**src/rtl/fetch_unit_if.sv**
```systemverilog
// rtl/fetch_unit_if.sv - fetch unit redirect, instruction-memory and decode-side signal bundle
//
// Ports (modport master = fetch_unit side, slave = environment side):
//   redirect_valid/redirect_pc           branch/jump redirect request and target
//   imem_req_valid/imem_req_addr/ready   fetch request handshake
//   imem_resp_valid/imem_resp_data       in-order instruction responses
//   out_valid/out_pc/out_inst/out_ready  fetch-queue head towards decode
//   halt/err                             sticky halt status
//   pc/system_counter/last_pc/last_inst  observation outputs
interface fetch_unit_if #(
    parameter int XLEN = 32
);
    logic            redirect_valid;
    logic [XLEN-1:0] redirect_pc;
    logic            imem_req_valid;
    logic [XLEN-1:0] imem_req_addr;
    logic            imem_req_ready;
    logic            imem_resp_valid;
    logic [XLEN-1:0] imem_resp_data;
    logic            out_valid;
    logic [XLEN-1:0] out_pc;
    logic [XLEN-1:0] out_inst;
    logic            out_ready;
    logic            halt;
    logic            err;
    logic [XLEN-1:0] pc;
    logic [31:0]     system_counter;
    logic [XLEN-1:0] last_pc;
    logic [XLEN-1:0] last_inst;

    modport master (
        input  redirect_valid, redirect_pc, imem_req_ready, imem_resp_valid,
               imem_resp_data, out_ready,
        output imem_req_valid, imem_req_addr, out_valid, out_pc, out_inst,
               halt, err, pc, system_counter, last_pc, last_inst
    );

    modport slave (
        output redirect_valid, redirect_pc, imem_req_ready, imem_resp_valid,
               imem_resp_data, out_ready,
        input  imem_req_valid, imem_req_addr, out_valid, out_pc, out_inst,
               halt, err, pc, system_counter, last_pc, last_inst
    );
endinterface

```
**src/rtl/fetch_unit.sv**
```systemverilog
// rtl/fetch_unit.sv - instruction fetch unit with fetch queue, redirect squash and halt detection
//
// Ports:
//   clk  rising-edge clock
//   rst  asynchronous active-high reset
//   bus  fetch_unit_if.master: redirect in, imem request/response, queue head out,
//        halt/err status, pc, system_counter, last_pc/last_inst
module fetch_unit #(
    parameter int              XLEN       = 32,
    parameter logic [XLEN-1:0] START_ADDR = 'h1000,
    parameter logic [XLEN-1:0] OK_OFS     = 'h8080,
    parameter logic [XLEN-1:0] ERR_OFS    = 'h4040,
    parameter int              DEPTH      = 4
) (
    input  logic         clk,
    input  logic         rst,
    fetch_unit_if.master bus
);
    localparam int              AW       = $clog2(DEPTH);
    localparam int              CW       = $clog2(DEPTH + 1);
    localparam logic [CW-1:0]   DEPTH_C  = CW'(DEPTH);
    localparam logic [XLEN-1:0] OK_ADDR  = START_ADDR + OK_OFS;
    localparam logic [XLEN-1:0] ERR_ADDR = START_ADDR + ERR_OFS;

    typedef enum logic [1:0] {RUN, HALT_OK, HALT_ERR} state_t;

    state_t          state;
    logic [XLEN-1:0] pc_q;
    // PC belonging to the next response that will be kept. Kept responses are
    // always a contiguous +4 run starting at the latest redirect target (every
    // older request is squashed), so one register tracks request PCs in order.
    logic [XLEN-1:0] resp_pc;
    logic [CW-1:0]   count;
    logic [CW-1:0]   outst;
    logic [CW-1:0]   drop;
    logic [AW-1:0]   rd_ptr;
    logic [AW-1:0]   wr_ptr;
    logic [XLEN-1:0] pc_mem   [DEPTH];
    logic [XLEN-1:0] inst_mem [DEPTH];
    logic            halt_q;
    logic            err_q;
    logic [31:0]     cycle_q;
    logic [XLEN-1:0] last_pc_q;
    logic [XLEN-1:0] last_inst_q;

    logic            running;
    logic            redirect;
    logic            at_halt_addr;
    logic [CW:0]     occupancy;
    logic            req_valid;
    logic            accept;
    logic            drop_resp;
    logic            push;
    logic            pop;

    always_comb begin
        running      = (state == RUN);
        redirect     = running && bus.redirect_valid;
        at_halt_addr = (pc_q == OK_ADDR) || (pc_q == ERR_ADDR);
        // Queue slots are reserved at request time, so a response always has room.
        occupancy    = {1'b0, count} + {1'b0, outst};
        req_valid    = !rst && running && !bus.redirect_valid && !at_halt_addr
                       && (occupancy < {1'b0, DEPTH_C});
        accept       = req_valid && bus.imem_req_ready;
        // A response landing in the redirect cycle belongs to the old path.
        drop_resp    = bus.imem_resp_valid && (redirect || (drop != '0));
        push         = bus.imem_resp_valid && !drop_resp;
        pop          = (count != '0) && bus.out_ready;
    end

    always_ff @(posedge clk or posedge rst) begin
        if (rst) begin
            state       <= RUN;
            pc_q        <= START_ADDR;
            resp_pc     <= START_ADDR;
            count       <= '0;
            outst       <= '0;
            drop        <= '0;
            rd_ptr      <= '0;
            wr_ptr      <= '0;
            halt_q      <= 1'b0;
            err_q       <= 1'b0;
            cycle_q     <= '0;
            last_pc_q   <= '0;
            last_inst_q <= '0;
        end else begin
            cycle_q <= cycle_q + 32'd1;

            case (state)
                RUN: begin
                    if (bus.redirect_valid) begin
                        pc_q <= bus.redirect_pc;
                    end else if (pc_q == OK_ADDR) begin
                        state  <= HALT_OK;
                        halt_q <= 1'b1;
                    end else if (pc_q == ERR_ADDR) begin
                        state  <= HALT_ERR;
                        halt_q <= 1'b1;
                        err_q  <= 1'b1;
                    end else if (accept) begin
                        pc_q <= pc_q + XLEN'(4);
                    end
                end
                default: ;
            endcase

            outst <= outst + CW'(accept) - CW'(bus.imem_resp_valid);

            // Everything still in flight after a redirect is stale; that count
            // already includes requests marked by earlier redirects.
            if (redirect) begin
                drop <= outst - CW'(bus.imem_resp_valid);
            end else if (bus.imem_resp_valid && (drop != '0)) begin
                drop <= drop - CW'(1);
            end

            if (redirect) begin
                resp_pc <= bus.redirect_pc;
            end else if (push) begin
                resp_pc <= resp_pc + XLEN'(4);
            end

            if (redirect) begin
                count  <= '0;
                rd_ptr <= '0;
                wr_ptr <= '0;
            end else begin
                if (push) begin
                    wr_ptr <= wr_ptr + AW'(1);
                end
                if (pop) begin
                    rd_ptr <= rd_ptr + AW'(1);
                end
                count <= count + CW'(push) - CW'(pop);
            end

            if (pop) begin
                last_pc_q   <= pc_mem[rd_ptr];
                last_inst_q <= inst_mem[rd_ptr];
            end
        end
    end

    always_ff @(posedge clk) begin
        if (push && !rst) begin
            pc_mem[wr_ptr]   <= resp_pc;
            inst_mem[wr_ptr] <= bus.imem_resp_data;
        end
    end

    assign bus.imem_req_valid = req_valid;
    assign bus.imem_req_addr  = pc_q;
    assign bus.out_valid      = (count != '0);
    assign bus.out_pc         = pc_mem[rd_ptr];
    assign bus.out_inst       = inst_mem[rd_ptr];
    assign bus.halt           = halt_q;
    assign bus.err            = err_q;
    assign bus.pc             = pc_q;
    assign bus.system_counter = cycle_q;
    assign bus.last_pc        = last_pc_q;
    assign bus.last_inst      = last_inst_q;
endmodule

```
**src/flat_wrapper.sv**
```systemverilog
// flat-port wrapper written by rule: the top's interface ports become plain ports
module fetch_unit_flat 
#(
    parameter int              XLEN       = 32,
    parameter logic [XLEN-1:0] START_ADDR = 'h1000,
    parameter logic [XLEN-1:0] OK_OFS     = 'h8080,
    parameter logic [XLEN-1:0] ERR_OFS    = 'h4040,
    parameter int              DEPTH      = 4
)
  (clk, rst, bus_redirect_valid, bus_redirect_pc, bus_imem_req_ready, bus_imem_resp_valid, bus_imem_resp_data, bus_out_ready, bus_imem_req_valid, bus_imem_req_addr, bus_out_valid, bus_out_pc, bus_out_inst, bus_halt, bus_err, bus_pc, bus_system_counter, bus_last_pc, bus_last_inst);
  fetch_unit_if #(.XLEN(XLEN)) bus_i ();
  input  logic clk;
  input  logic rst;
  input wire logic [$bits(bus_i.redirect_valid)-1:0] bus_redirect_valid;
  input wire logic [$bits(bus_i.redirect_pc)-1:0] bus_redirect_pc;
  input wire logic [$bits(bus_i.imem_req_ready)-1:0] bus_imem_req_ready;
  input wire logic [$bits(bus_i.imem_resp_valid)-1:0] bus_imem_resp_valid;
  input wire logic [$bits(bus_i.imem_resp_data)-1:0] bus_imem_resp_data;
  input wire logic [$bits(bus_i.out_ready)-1:0] bus_out_ready;
  output wire logic [$bits(bus_i.imem_req_valid)-1:0] bus_imem_req_valid;
  output wire logic [$bits(bus_i.imem_req_addr)-1:0] bus_imem_req_addr;
  output wire logic [$bits(bus_i.out_valid)-1:0] bus_out_valid;
  output wire logic [$bits(bus_i.out_pc)-1:0] bus_out_pc;
  output wire logic [$bits(bus_i.out_inst)-1:0] bus_out_inst;
  output wire logic [$bits(bus_i.halt)-1:0] bus_halt;
  output wire logic [$bits(bus_i.err)-1:0] bus_err;
  output wire logic [$bits(bus_i.pc)-1:0] bus_pc;
  output wire logic [$bits(bus_i.system_counter)-1:0] bus_system_counter;
  output wire logic [$bits(bus_i.last_pc)-1:0] bus_last_pc;
  output wire logic [$bits(bus_i.last_inst)-1:0] bus_last_inst;
  assign bus_i.redirect_valid = bus_redirect_valid;
  assign bus_i.redirect_pc = bus_redirect_pc;
  assign bus_i.imem_req_ready = bus_imem_req_ready;
  assign bus_i.imem_resp_valid = bus_imem_resp_valid;
  assign bus_i.imem_resp_data = bus_imem_resp_data;
  assign bus_i.out_ready = bus_out_ready;
  assign bus_imem_req_valid = bus_i.imem_req_valid;
  assign bus_imem_req_addr = bus_i.imem_req_addr;
  assign bus_out_valid = bus_i.out_valid;
  assign bus_out_pc = bus_i.out_pc;
  assign bus_out_inst = bus_i.out_inst;
  assign bus_halt = bus_i.halt;
  assign bus_err = bus_i.err;
  assign bus_pc = bus_i.pc;
  assign bus_system_counter = bus_i.system_counter;
  assign bus_last_pc = bus_i.last_pc;
  assign bus_last_inst = bus_i.last_inst;
  fetch_unit #(.XLEN(XLEN), .START_ADDR(START_ADDR), .OK_OFS(OK_OFS), .ERR_OFS(ERR_OFS), .DEPTH(DEPTH)) u_core (.clk(clk), .rst(rst), .bus(bus_i));
endmodule
```
**config.mk**
```make
export PLATFORM = sky130hd
export DESIGN_NAME = fetch_unit_flat
export DESIGN_NICKNAME = d
export VERILOG_FILES = /design/src/rtl/fetch_unit_if.sv /design/src/rtl/fetch_unit.sv /design/src/flat_wrapper.sv
export SDC_FILE = /design/constraint.sdc
export NUM_CORES = 1
export LEC_CHECK = 0
export ABC_AREA = 1
export CELL_PAD_IN_SITES_DETAIL_PLACEMENT = 1
export CELL_PAD_IN_SITES_GLOBAL_PLACEMENT = 1
export CORE_MARGIN = 4
export CORE_UTILIZATION = 40
export DETAILED_ROUTE_END_ITERATION = 16
export GPL_TIMING_DRIVEN = 1
export PLACE_DENSITY = 0.85
export SLEW_MARGIN = 20
export SYNTH_ARGS = -nofsm -noshare
export SYNTH_HDL_FRONTEND = slang
export SYNTH_SLANG_ARGS = --single-unit
```
**constraint.sdc**
```tcl
create_clock -name clk -period 18.75 [get_ports clk]
set_clock_uncertainty 0.1 [all_clocks]
set_input_delay 3.75 -clock clk [delete_from_list [all_inputs] [get_ports clk]]
set_output_delay 3.75 -clock clk [all_outputs]
set_load 0.1 [all_outputs]
```
==> results.py <==
metrics = {
    "worst_setup_path": {
        "cp_common_cell": "clkdlybuf4s50_1",
        "crit_family": "buffers and inverters",
        "cp.buffers_inverters": 4,
        "critPathMaxFanout": 35,
        "endpoint_kind": "output pin",
        "critPathSlowestCell": "clkdlybuf4s50_1",
        "critPathLaunchType": "input port",
        "ff2ff_setup_slack_ns": 14.56,
        "cp_data_required_time_ns": 14.90,
        "worst_ep_arrival_time_ns": 6.64,
        "path_class": "in -> out",
        "path_cells": "clkdlybuf4s50_1, buf_4, clkinv_2, nand2_1, nor3b_2, and2_1, clkdlybuf4s50_1",
        "slowest_delay_ns": 1.15,
    },
    "cts": {
        "clkLatencyLatePin_ns": 0.59,
        "cts_setup_buffers": 0,
        "cts_tree": "built",
        "cts_root_buf": "clkbuf_16",
        "cts_buffers": 48,
        "clock-sinks": 433,
        "cts_buffer_depth": 3,
        "clk_pin_slew_ns": 0.06,
        "cts.htree.levels": 2,
        "cts_resized": 0,
        "ctsHoldBuffers": 0,
    },
    "synth": {
        "ys_top_cells_by_area": "edfxtp_1 (40%), dfrtp_1 (23%), nand2_1 (11%)",
        "syn_area_sq_mm": 0.0193,
        "synth-seq-cells": 433,
        "syn_nets": 2038,
        "synth_cell_types": 43,
        "synthCells": 1948,
        "synth_seq_area_share_pct": 62.9,
        "synth_most_common_cell": "nand2_1",
        "synth_edf_count": 256,
        "synth-async-reset-ratio_pct": 40.9,
        "yosys_warnings": 0,
        "yosys_most_used_dff": "edfxtp_1",
        "yosysTopAreaCell": "edfxtp_1",
        "syn_area_per_cell_sq_um": 9.89,
        "yosysTopAreaCellShare_pct": 39.9,
        "synthTopCellsByCount": "nand2_1 (542), edfxtp_1 (256), nor2_1 (227)",
    },
    "die": {
        "start_util_pct": 40.4,
        "die_area_sq_mm": 0.0517,
        "coreArea_sq_mm": 0.0476,
        "num_rows": 80,
        "fp.dieW_um": 227,
        "die_h_um": 227,
        "ios": 298,
    },
    "grt": {
        "grt_max_degree": 95,
        "antenna_found_initial": 0,
        "grt_usage_pct": 23.2,
        "grt_first_pass_wirelength_um": 94000,
        "grt_pass1_vias": 16400,
        "grt.overflow.total": 0,
    },
    "route": {
        "ant_nets": 0,
        "dr_wl_met3_um": 3150,
        "drt-initial-drc-count": 981,
        "highest_layer": "met4",
        "via_count": 15400,
        "remaining_drc_errors": 0,
        "met1Wirelength_um": 26200,
        "drt-total-wl_um": 61100,
        "drtPass1Iterations": 5,
        "wl_met2_um": 30500,
        "wl_per_cell_um": 21.4,
        "avgViaCountPerCell": 5.40,
    },
    "final_layout": {
        "syn2layout_area_growth_pct": 25.4,
        "nNetsFinal": 2289,
        "drive_gt1_share_pct": 5.27,
        "fin_cells": 2855,
    },
    "sta": {
        "max_slew_margin_pct": 31.1,
        "setup_tns_ns": 0,
        "grt_setup_unrepaired": "no",
        "maxSlewViolCount": 0,
        "max_freq_ghz": 0.0954,
        "setup_viol": 0,
        "tightest_slew_ns": 1.03,
        "final-hold-violation-count": 0,
        "fin_crit_ns": 10.49,
        "holdWs_ns": 0.375,
        "fin_crit_sh_pct": 55.9,
    },
    "job": {
        "cap_violations": 0,
    },
    "power": {
        "peakVddDrop_mv": 0.100,
        "p_per_area_mw_per_mm2": 183,
        "p_leak_uw": 0.00949,
    },
    "min_path": {
        "hold_path_class": "reg -> reg",
    },
    "placement": {
        "port_buffers": 297,
        "gp_congestion": 0.880,
        "dp.cells": 2764,
        "dp_hpwl_um": 40400,
    },
    "status": {
        "status": "finished clean",
    },
}
## per-stage QoR
| step | setup WS, ns | util [%] | power, uW | cell area (sq um) |
|---|---|---|---|---|
| after floorplan | 7.35 | - | 2910 | 19300 |
| final | 8.26 | 50.7 | 4410 | 24100 |
| after global placement | 8.30 | 47.4 | 3410 | 22600 |
| after global routing | 8.16 | 50.7 | 4590 | 24100 |
| after detailed placement | 8.26 | 47.4 | 3480 | 22600 |
| after CTS | 8.26 | 50.7 | 4440 | 24100 |
## layout make-up
| cell class | count | area [sq um] |
|---|---|---|
| diodes | 1 | 2.50 |
| clock buffers | 62 | 1290 |
| clock inverters | 28 | 262 |
| fillers | 5269 | 23500 |
| inverters | 122 | 468 |
| multi-input cells | 1281 | 6130 |
| flip-flops and latches | 433 | 12100 |
| well taps | 615 | 769 |
| repair buffers | 313 | 3090 |
## worst register-to-register path, stage by stage (launching register included)
cell	delay, ns
dfrtp_1	0.39
inv_1	0.12
ha_1	0.18
nand3_1	0.19
inv_1	0.22
nand2_1	0.33
inv_1	0.57
nand2_1	0.39
nor2_4	0.57
buf_4	0.73
## per-layer routing
metal / up-vias / track usage, %
met3: 85 / 3.79
met5: - / 0
met2: 455 / 40.1
met1: 7841 / 30.8
met4: 0 / 5.74
li1: 7042 / -
## layout by cell type (no fill, tap or decap), types with 9 or more instances in the layout
master | Yosys | layout
o22ai_1 | 70 | 70
ha_1 | 18 | 18
xor2_1 | 39 | 39
o21ai_0 | 171 | 171
nand2_1 | 542 | 541
o211ai_1 | 12 | 12
clkinv_2 | 1 | 14
buf_4 | 34 | 16
clkdlybuf4s50_1 | 0 | 297
clkbuf_16 | 0 | 49
clkbuf_1 | 57 | 11
edfxtp_1 | 256 | 256
nor2_1 | 227 | 222
inv_1 | 121 | 117
nand4_1 | 17 | 17
nor3_1 | 23 | 23
clkinv_1 | 0 | 9
a21oi_1 | 15 | 15
dfrtp_1 | 175 | 173
xnor2_1 | 13 | 13
nand3_1 | 86 | 86
## logic make-up after synthesis
kind of cell	share of synthesized area [%]
xor+xnor	2.36
flops	62.9
simple gates	19.5
fa+ha+maj	1.38
compound gates	8.37
buf+inv	5.44
## sequential cells by signal (all words and copies together), names as in the netlist
name,flops
u_core.bus.imem_req_addr,32
u_core.bus.halt,1
u_core.count,3
u_core.bus.last_inst,32
u_core.bus.err,1
u_core.outst,3
u_core.bus.last_pc,32
u_core.drop,3
u_core.inst_mem,128
u_core.wr_ptr,2
u_core.bus.system_counter,32
u_core.resp_pc,32
u_core.rd_ptr,2
u_core.state,2
u_core.pc_mem,128
## power breakdown
group	internal (uW)	switching [uW]	total [uW]
Clock	545	397	943
Combinational	451	1750	2200
Sequential	1150	113	1260
Total	2150	2260	4410
## path summary, 6_finish.rpt
kind / from / to / cells after the start
max in group asynchronous: rst / u_core.bus.imem_req_addr[15] / 3
min in group asynchronous: rst / u_core.bus.system_counter[29] / 2
max reg2reg: u_core.drop[0] / u_core.pc_mem[0][15] / 9
max: bus_redirect_valid / bus_imem_req_valid / 7
min reg2reg: u_core.bus.system_counter[31] / u_core.bus.system_counter[31] / 1
min: u_core.bus.system_counter[31] / u_core.bus.system_counter[31] / 1
No activity file was read; power rests on OpenSTA's default activity.
